$ cat config.mk
export PLATFORM = sky130hd
export DESIGN_NAME = serial_addsub_ctrl
export DESIGN_NICKNAME = d
export VERILOG_FILES = /design/src/rtl/serial_addsub_ctrl.sv
export SDC_FILE = /design/constraint.sdc
export NUM_CORES = 1
export LEC_CHECK = 0
export BUFFER_PORTS_ARGS = -buffer_cell sky130_fd_sc_hd__buf_2
export CAP_MARGIN = 20
export CORE_UTILIZATION = 54
export CTS_BUF_LIST = sky130_fd_sc_hd__clkbuf_4 sky130_fd_sc_hd__clkbuf_8 sky130_fd_sc_hd__clkbuf_16
export DETAILED_ROUTE_END_ITERATION = 7
export GPL_ROUTABILITY_DRIVEN = 0
export PLACE_DENSITY_LB_ADDON = 0.08
export SYNTH_ARGS = -nofsm -noshare
export SYNTH_HDL_FRONTEND = slang
export SYNTH_SLANG_ARGS = --single-unit
$ cat constraint.sdc
create_clock -name clk -period 1.9 [get_ports clk]
set_input_delay 0.095 -clock clk [delete_from_list [all_inputs] [get_ports clk]]
set_output_delay 0.095 -clock clk [all_outputs]
set_load 0.03 [all_outputs]
$ cat src/rtl/serial_addsub_ctrl.sv
// Bit-serial add/subtract controller: one NAND-built full-adder cell is reused
// over WIDTH cycles, and a start/busy/done handshake faces the requester.
module serial_addsub_ctrl #(
  parameter int WIDTH = 8
) (
  input  logic             clk,
  input  logic             rst_n,
  input  logic             start,
  input  logic             sub,
  input  logic [WIDTH-1:0] a,
  input  logic [WIDTH-1:0] b,
  output logic             busy,
  output logic             done,
  output logic [WIDTH-1:0] result,
  output logic             cout,
  output logic             overflow
);

  localparam int CNT_W = (WIDTH > 1) ? $clog2(WIDTH) : 1;

  typedef enum logic [1:0] {IDLE, RUN, DONE} state_t;

  state_t             state, state_next;
  logic [WIDTH-1:0]   sa, sb, acc, acc_next;
  logic [CNT_W-1:0]   cnt;
  logic               carry, sub_q;
  logic               last_bit;
  logic               fa_x, fa_y, g1, g2, ha_s, bit_s, carry_next;

  // Shared full adder built from two NAND half adders; carry is NAND of the
  // two half-adder NAND terms, i.e. majority(x, y, carry).
  assign fa_x       = sa[0];
  assign fa_y       = sb[0];
  assign g1         = ~(fa_x & fa_y);
  assign ha_s       = ~(~(fa_x & g1) & ~(fa_y & g1));
  assign g2         = ~(ha_s & carry);
  assign bit_s      = ~(~(ha_s & g2) & ~(carry & g2));
  assign carry_next = ~(g1 & g2);

  assign acc_next = {bit_s, acc[WIDTH-1:1]};
  assign last_bit = (cnt == CNT_W'(WIDTH - 1));

  // busy/done decode the state register only, so no input reaches them combinationally.
  assign busy = (state == RUN);
  assign done = (state == DONE);

  // NOTE: sequential state uses non-blocking (<=) so every register samples
  // pre-edge values; blocking here would create order-dependent behaviour.
  always_ff @(posedge clk) begin
    if (!rst_n) state <= IDLE;
    else        state <= state_next;
  end

  // NOTE: the default assignment first keeps this purely combinational;
  // any path that left state_next unassigned would infer a latch.
  always_comb begin
    state_next = state;
    case (state)
      IDLE:    if (start) state_next = RUN;
      RUN:     if (last_bit) state_next = DONE;
      DONE:    state_next = IDLE;
      default: state_next = IDLE;
    endcase
  end

  always_ff @(posedge clk) begin
    if (!rst_n) begin
      sa       <= '0;
      sb       <= '0;
      acc      <= '0;
      cnt      <= '0;
      carry    <= 1'b0;
      sub_q    <= 1'b0;
      result   <= '0;
      cout     <= 1'b0;
      overflow <= 1'b0;
    end else begin
      case (state)
        IDLE: begin
          if (start) begin
            sa    <= a;
            sb    <= sub ? ~b : b;
            sub_q <= sub;
            carry <= sub;  // the +1 of a + ~b + 1
            cnt   <= '0;
            acc   <= '0;
          end
        end
        RUN: begin
          sa    <= sa >> 1;
          sb    <= sb >> 1;
          acc   <= acc_next;
          carry <= carry_next;
          if (!last_bit) cnt <= cnt + CNT_W'(1);
          if (last_bit) begin
            result   <= acc_next;
            cout     <= sub_q ? ~carry_next : carry_next;
            overflow <= carry ^ carry_next;  // carry into MSB vs carry out
          end
        end
        default: ;
      endcase
    end
  end

endmodule
Word-level counts from Yosys, hierarchy flattened
Cells that the tools add are included.
{"block": "op_classes", "eq_ne": 6, "n_bitwise": 20, "n_addsub": 1, "mux": 16, "reduce_logical": 7}
{"operator": "8-bit one-hot mux with 2 select lines", "n": 3}
{"operator": "8-bit 2-to-1 mux", "n": 4}
{"operator": "1-bit bitwise AND", "n": 9}
{"operator": "1-bit inverter", "n": 9}
{"operator": "8-bit inverter", "n": 1}
{"operator": "2-bit AND reduction", "n": 4}
{"operator": "3-bit 2-to-1 mux", "n": 2}
{"operator": "3-bit one-hot mux with 2 select lines", "n": 1}
{"operator": "2-bit 2-to-1 mux", "n": 2}
{"operator": "2-bit inequality test (second input constant)", "n": 2}
{"operator": "2-bit one-hot mux with 2 select lines", "n": 1}
{"operator": "3-bit by 1-bit adder with 3-bit output (second input constant)", "n": 1}
{"operator": "3-bit == test (second input constant)", "n": 1}
{"operator": "3-bit AND reduction", "n": 1}
{"operator": "2-bit by 1-bit == test with 1-bit output (second input constant)", "n": 1}
{"operator": "2-bit == test (second input constant)", "n": 1}
{"operator": "2-bit logical NOT", "n": 1}
{"operator": "1-bit 2-to-1 mux", "n": 2}
{"operator": "2-bit by 1-bit inequality test with 1-bit output (second input constant)", "n": 1}
{"operator": "1-bit one-hot mux with 2 select lines", "n": 1}
{"operator": "2-bit nonzero test", "n": 1}
{"operator": "1-bit XOR", "n": 1}
{"block": "totals", "in_bits": 20, "out_inout_bits": 12, "register_bits": 41, "elab_cells": 60}

Longest topological paths before layout
Gate-level depths: netlist (run 1).
{"block": "depth", "depth_word": 13, "mapped_depth": 6, "depth_no_buf": 5}

Least setup slack after synthesis (run 1)
OpenSTA, ideal clock, no wires.
{"block": "synth_timing", "path_type": "register to register", "from": "register cnt[0]", "to": "register cout", "arrival_ps": 1221, "synth_period_minus_slack_ps": 1338, "stages_incl_launch_ff": 6, "required_ps": 1784, "n_path_buf": 1, "setup_time_ps": 116, "slack_ps": 562, "cell_sequence": "dfxtp_1 -> ha_1 -> ha_1 -> and3b_1 -> buf_6 -> o211a_1"}
{"block": "synth_between", "elab_chain_len": 2}
{"element": "from (decl)", "line": "25", "source": "logic [CNT_W-1:0] cnt;"}
{"element": "from (signal assigned)", "line": "94", "source": "if (!last_bit) cnt <= cnt + CNT_W'(1);"}
{"element": "3-bit == test", "line": "41", "source": "assign last_bit = (cnt == CNT_W'(WIDTH - 1));"}
{"element": "2-bit AND reduction (no line)"}
{"element": "to (signal assigned)", "line": "97", "source": "cout <= sub_q ? ~carry_next : carry_next;"}
{"element": "to (decl)", "line": "15", "source": "output logic cout,"}
Every way passes these cells.
A chain may end at the register's enable or synchronous reset.

Worst setup path in the final report (run 1)
{"block": "layout_timing", "from": "register state[1]", "to": "output port busy"}
{"block": "layout_between", "elab_chain_len": 1}
{"element": "from (decl)", "line": "23", "source": "state_t state, state_next;"}
{"element": "from (signal assigned)", "line": "51", "source": "else state <= state_next;"}
{"element": "2-bit by 1-bit == test with 1-bit output", "line": "44", "source": "assign busy = (state == RUN);"}
{"element": "to (decl)", "line": "12", "source": "output logic busy,"}
Every way passes these cells.

==> results by group, run 1 <==
Placement
  – Placement Setup Slack: 0.3808 ns
  – PortBufs: 31
  – HPWL Detailed: 2329 um
  – Dpl cells: between 200 and 250

Pwr
  – Total power: 0.001670 W
  – Leak: 0.8039 nW
  – Psw: 0.0004186 W
  – Max IR drop VDD: 0.5151 mV
  – Sequential Power Share: 0.546
  – Power density over the cells: 837.0 mW/mm^2
  – Comb power frac: 0.121
  – Clk pwr share: 0.334
  – Sw frac: 0.2506
  – Internal power: 0.001252 W

Global routing
  – Largest net degree at the start of global routing: 29
  – GR Overflow Total: 0
  – Global-route wire length before repair: 5568 um
  – Vias in the first global route: 1270
  – Initial antenna violation count: 0
  – Tot GR Track Use: 0.2129

Clock network
  – Clock net sink count: 40
  – Post-CTS setup buffer count: 0
  – CTS max path bufs: 2
  – Clk root buf: clkbuf_4
  – CTS tree: yes
  – Clock-pin slew on the worst setup and hold paths: 0.13 ns
  – H-tree Lvls: 2
  – TritonCTS Buffers: 5
  – Clock Latency Late Sink: 0.35 ns

Layout
  – Layout area overhead: 12.56%
  – Final core occ: 0.6484
  – Layout cell share with drive strength beyond 1: 0.2275
  – # diodes: 0
  – Final Non-Filler Cells: around 260
  – Nets: 233
  – Fillers: 269

Critical path
  – Worst path max stage delay: 0.71 ns
  – CP Data Arrival Time: roughly 1.7 ns
  – Reg2reg setup slack: 0.35 ns
  – Crit path max fanout: 15
  – Crit path kind: flip-flop to primary output
  – Crit-path cells: nand2b_2, inv_2, buf_2
  – Critical Path Source Type: flip-flop
  – CP Data Required Time: 1.80 ns
  – Worst Setup End Kind: primary output
  – CP top delay family: flip-flops
  – Worst path bufs/invs: 2
  – CP max-delay cell: dfxtp_1

Die
  – Die W: 59.30 um
  – Site row count: 20
  – Die extent in y: 59.30 um
  – Core Region: 0.003078 sq mm
  – Initial Util: 0.5760
  – I/O pin count: 32
  – Die area: about 0.0035 sq mm

Run
  – Max cap viols: 0

Timing
  – Slew @ Worst Pin: 0.6553 ns
  – Min Tclk post-route: 1.770 ns
  – FMAX: 0.5651 GHz
  – RSZ-0062 raised after global routing: no
  – Period utilization: 0.9314
  – Max-slew violation count: 0
  – Setup TNS: 0 ns
  – Normalized max-slew margin: 0.5628
  – Worst Setup Slack, final: roughly 0.13 ns
  – Hold Violations, Final: 0
  – Setup Skew: 0.01564 ns
  – Final setup viols: 0

Status
  – Outcome: completed

Synthesis
  – Synth Register Bits: 40
  – Largest area contributor in the synthesized netlist: dfxtp_1
  – Synthesized cell area: approximately 0.0018 sq mm
  – Syn. warnings: 0
  – Sequential area share after synthesis: 0.4517
  – Mapped Nets: 206
  – Synth area leaders: dfxtp_1, nand2_1, o221a_1
  – Syn_area_per_cell: 9.688 sq um
  – Synth cell types: 36
  – Mapped Cells: 183
  – Top cell type's share of synthesized area: 0.4517

Route
  – Drt first-iter violations: 54
  – Post-DRT Antenna Nets: 0
  – Drt drc: 0
  – Drt pass-1 iters: 4
  – Vias/cell: 5.443
  – Vias: 1388
  – WL per Instance: ~13 um
  – WL final: 3362 um

Worst hold path
  – HP Class: primary input to flip-flop
-- final timing paths --
kind,startpoint,to,depth (start not counted)
setup / recovery,state[1],busy,3
hold / removal,a[7],sa[7],3
setup reg to reg,cnt[0],cout,5
hold reg to reg,result[7],result[7],2
-- synthesized netlist by cell type --
cell type,number
nand3_1,12
nand3b_2,1
and2_1,2
o21bai_1,1
inv_2,2
nor2_4,1
nand2b_2,1
o221a_1,7
ha_1,2
nor2b_1,10
a21oi_1,1
nand2b_1,2
dfxtp_1,40
o221ai_1,3
buf_4,1
nor3b_4,1
and3b_1,1
nor2_1,9
buf_2,4
inv_1,1
o21ai_0,1
buf_6,3
fa_1,1
a2bb2oi_1,7
o211ai_1,5
o22ai_1,3
o21bai_2,1
or3b_1,1
nand2_1,25
a21boi_1,8
xor2_1,1
mux2i_1,1
clkbuf_1,4
xnor2_1,9
o211a_1,2
a22oi_1,9
-- cell families (layout without fill, tap and decap cells) --
kind of cell,count (synthesis),in the layout,share of synthesized area
and+or+nand+nor,66,66,0.1934
AOI/OAI and AO/OA,48,48,0.2251
DFF,40,40,0.4517
buffers and inverters,15,43,0.04940
xor gates and xnor gates,10,10,0.04940
adders and majority gates,3,3,0.02540
muxes,1,1,0.005646
-- state kept, by name, summed over array words and instances (netlist names) --
signal and count:
result 8, carry 1, sb 8, acc 7
sub_q 1, overflow 1, state 2, cnt 3
sa 8, cout 1
-- cell type report --
type,count,area (sq um),share of cell area
well taps,44,55.05,0.02759
multi-input cells,128,884.6,0.4433
flip-flops and latches,40,802.0,0.4019
repair buffers,32,162.7,0.08150
inverters,3,11.26,0.005643
clock inverters,3,42.54,0.02132
clock buffers,5,37.54,0.01881
-- power by group through the flow --
stage          combinational (W)  sequential, W  clock [W]
6_report                0.000202       0.000912   0.000557
5_1_grt                 0.000223       0.000917   0.000604
4_1_cts                 0.000202       0.000911   0.000563
3_5_place_dp            0.000201       0.000929          0
3_3_place_gp            0.000194       0.000927          0
2_1_floorplan           0.000165       0.000918          0
-- per-stage QoR --
| step | cell area (sq um) | hold slack [ns] |
|---|---|---|
| after floorplan | 1773 | 0.2580 |
| after global placement | 1914 | 0.3580 |
| after detailed placement | 1914 | 0.3859 |
| after CTS | 1994 | 0.02355 |
| after global routing | 1996 | 0.04144 |
| final | 1996 | 0.02239 |
-- metal layers --
layer  global-route usage  up-vias  wire (um)
met5                    0        -          0
met4              0.06803        0         21
met3              0.06114        3        132
met2               0.3435       31       1611
met1               0.2737      649       1596
li1                     -      705          -
-- repair_timing --
action                                  in CTS  in global routing
hold buffers                                 0                  0
gates resized for setup                      0                  1
endpoints found under the setup margin       0                  1
-- placed cells by master (no fill, tap or decap), types with 2 or more instances in the layout --
master / Yosys / routed
a21boi_1: 8 / 8
nand2b_1: 2 / 2
o221ai_1: 3 / 3
ha_1: 2 / 2
and2_1: 2 / 2
a22oi_1: 9 / 9
o211ai_1: 5 / 5
nand2_1: 25 / 25
dfxtp_1: 40 / 39
o221a_1: 7 / 7
nor2b_1: 10 / 10
o211a_1: 2 / 2
nor2_1: 9 / 9
nand3_1: 12 / 12
o22ai_1: 3 / 3
a2bb2oi_1: 7 / 7
clkbuf_4: 0 / 5
buf_2: 4 / 31
inv_2: 2 / 2
xnor2_1: 9 / 9
-- worst register-to-register path: cells and delay by family, from the launching register on --
family,cells,cell delay (ns)
and+or+nand+nor,2,0.54
adders and majority gates,2,0.39
DFF,1,0.37
AOI/OAI and AO/OA,1,0.14
No activity file was read; power rests on OpenSTA's default activity.
==> run 2: changes to the inputs <==
Settings changed: CAP_MARGIN 20 to 0.
Clock period 1.9 ns to 1.8 ns, I/O delays scaled along.
==> run 2 against run 1 <==
Against the previous run:
- non-clock buffer count rose by 1
- highest routed layer unchanged
- die area did not move
- clock power rose by 7.0%
- via count rose by 2.3%
- flip-flop and latch count did not move
- worst hold slack improved by 0.0012 ns
- largest cell class unchanged
- sequential share of layout area fell by 0.14 points
- sequential power rose by 5.5%
- final area rose by 0.50%
- routed wire length rose by 1.8%
- combinational power rose by 5%
- core utilization rose by 0.33 points
==> results by group, run 2 (synthesis gave the netlist of run 1 again) <==
Route
  – Vias/cell: 5.547 (+1.9%)
  – Drt first-iter violations: 52 (-3.7%)
  – Vias: 1420 (+2.3%)
  – WL per Instance: 13.37 um (+1.4%)
  – Drt pass-1 iters: 4 (unchanged)
  – Drt drc: 0 (unchanged)
  – Post-DRT Antenna Nets: 0 (unchanged)
  – WL final: 3423 um (+1.8%)

Die
  – Die W: 59.30 um (unchanged)
  – Die extent in y: 59.30 um (unchanged)
  – Site row count: 20 (unchanged)
  – Core Region: 0.003078 sq mm (unchanged)
  – Die area: 0.003516 sq mm (unchanged)
  – I/O pin count: 32 (unchanged)
  – Initial Util: 0.5760 (unchanged)

Status
  – Outcome: completed

Layout
  – # diodes: 0 (unchanged)
  – Fillers: 278 (+3.3%)
  – Most common cell after layout, fill and taps aside: dfxtp_1
  – Footprint of the multi-input gates: 884.6 sq um (unchanged)
  – Layout cell share with drive strength beyond 1: 0.2358 (+0.008361)
  – Layout area overhead: 13.13%
  – Nets: 234 (+0.43%)
  – Commonest non-fill, non-tap cells in the layout: dfxtp_1, buf_2, nand2_1
  – Fin area: 0.002006 sq mm (+0.50%)
  – Largest regs: result (8), sa (8), sb (8)
  – Area occupied by registers: 803.3 sq um (+0.16%)

Critical path
  – CP Data Arrival Time: 1.57 ns (-0.10 ns)
  – Critical Path Source Type: flip-flop
  – Crit path kind: flip-flop to primary output
  – Worst path max stage delay: 0.51 ns (-0.20 ns)
  – Worst Setup End Kind: primary output
  – Crit path max fanout: 15 (unchanged)
  – Crit-path cells: nand2b_2, clkinv_2, buf_2
  – CP Data Required Time: 1.71 ns (-0.09 ns)
  – CP top delay family: flip-flops
  – CP max-delay cell: dfxtp_2
  – Worst path bufs/invs: 2 (unchanged)

Run
  – Max cap viols: 0 (unchanged)

Pwr
  – Power density over the cells: 882.9 mW/mm^2 (+5.5%)
  – Comb power frac: 0.120 (about the same)
  – Sequential Power Share: 0.543 (-0.003)
  – Clk pwr share: 0.337 (+0.003)
  – Psw: 0.0004326 W (+3.3%)
  – Leak: 0.8138 nW (+1.2%)
  – Sw frac: 0.2443 (-0.006349)
  – Max IR drop VDD: 0.4631 mV (-10%)
  – Internal power: 0.001338 W (+6.9%)

Timing
  – Setup TNS: 0 ns (unchanged)
  – Setup Skew: 0.009622 ns (-0.006018 ns)
  – Min Hold Slack: 0.02360 ns (+0.001214 ns)
  – Final setup viols: 0 (unchanged)
  – Normalized max-slew margin: 0.5529 (-0.009920)
  – Period utilization: 0.9198
  – RSZ-0062 raised after global routing: no
  – FMAX: 0.6040 GHz
  – Max-slew violation count: 0 (unchanged)
  – Hold Violations, Final: 0 (unchanged)
  – Slew @ Worst Pin: 0.6702 ns (+0.01487 ns)
  – Min Tclk post-route: 1.656 ns

Global routing
  – Global-route wire length before repair: 5830 um (+4.7%)
  – GR Overflow Total: 0 (unchanged)
  – Largest net degree at the start of global routing: 29 (unchanged)
  – Vias in the first global route: 1334 (+5.0%)
  – Tot GR Track Use: 0.2204 (+0.007437)
  – Initial antenna violation count: 0 (unchanged)

Clock network
  – CTS tree: yes
  – H-tree Lvls: 2 (unchanged)
  – CTS max path bufs: 2 (unchanged)
  – CTS Hold Bufs: 0 (unchanged)
  – Post-CTS setup buffer count: 0 (unchanged)
  – Clock net sink count: 40 (unchanged)
  – CTS resizes: 1 (+1)
  – TritonCTS Buffers: 5 (unchanged)
  – Clk root buf: clkbuf_4
  – Clock-pin slew on the worst setup and hold paths: 0.12 ns (about the same)
  – Clock Latency Late Sink: 0.34 ns (about the same)

Placement
  – Placed Area: 0.001922 sq mm (+0.39%)
  – PortBufs: 31 (unchanged)
  – HPWL Detailed: 2342 um (+0.52%)

Worst hold path
  – HP Class: primary input to flip-flop
run 2: cell types whose count changed in the layout (fill, tap and decap cells not counted):
cell,before,now
dfxtp_2,1,2
buf_4,1,2
clkinvlp_4,1,0
inv_2,2,1
clkinv_2,1,2
clkbuf_4,5,6
dfxtp_1,39,38
run 2: layout make-up:
cell class	count	share of cell area
timing repair buffer	33	0.08484
inverter	3	0.006238
clock inverter	2	0.01747
multi-input combinational	128	0.4410
clock buffer	6	0.02246
tap	44	0.02745
sequential	40	0.4005
run 2: worst min-delay path, delay by kind of cell:
kind | cells | cell delay [ns]
buffers and inverters | 1 | 0.07
and+or+nand+nor | 1 | 0.11
AOI/OAI and AO/OA | 1 | 0.06
run 2: metrics by stage:
stage	cells	setup WS, ns	power [W]	util
floorplan	183	0.4623	0.001143	-
global placement	248	0.3235	0.001185	0.6244
detailed placement	248	0.2153	0.001194	0.6244
CTS	256	0.08045	0.001787	0.6508
global route	256	0.04775	0.001859	0.6516
finish	256	0.1443	0.001771	0.6516
run 2: path summary, 6_finish.rpt:
path              from  depth (start not counted)   endpoint  slack [ns]
max reg2reg     cnt[0]                          5       cout        0.24
min               a[7]                          3      sa[7]        0.02
min reg2reg  result[2]                          2  result[2]        0.46
max           state[1]                          3       busy        0.14
run 2: power groups by stage:
stage / combinational, W / clock (W) / sequential [W]
final: 0.000213 / 0.000596 / 0.000962
after global routing: 0.000237 / 0.000654 / 0.000967
after CTS: 0.000214 / 0.000612 / 0.000961
after floorplan: 0.000174 / 0 / 0.000969
after detailed placement: 0.000213 / 0 / 0.000981
after global placement: 0.000207 / 0 / 0.000978
run 2: per-layer routing:
layer / wire, um / global-route usage / up-vias
met5: 0 / 0 / -
met4: 8 / 0.05102 / 0
met3: 148 / 0.06987 / 2
met2: 1669 / 0.3676 / 37
met1: 1597 / 0.2770 / 673
li1: - / - / 708
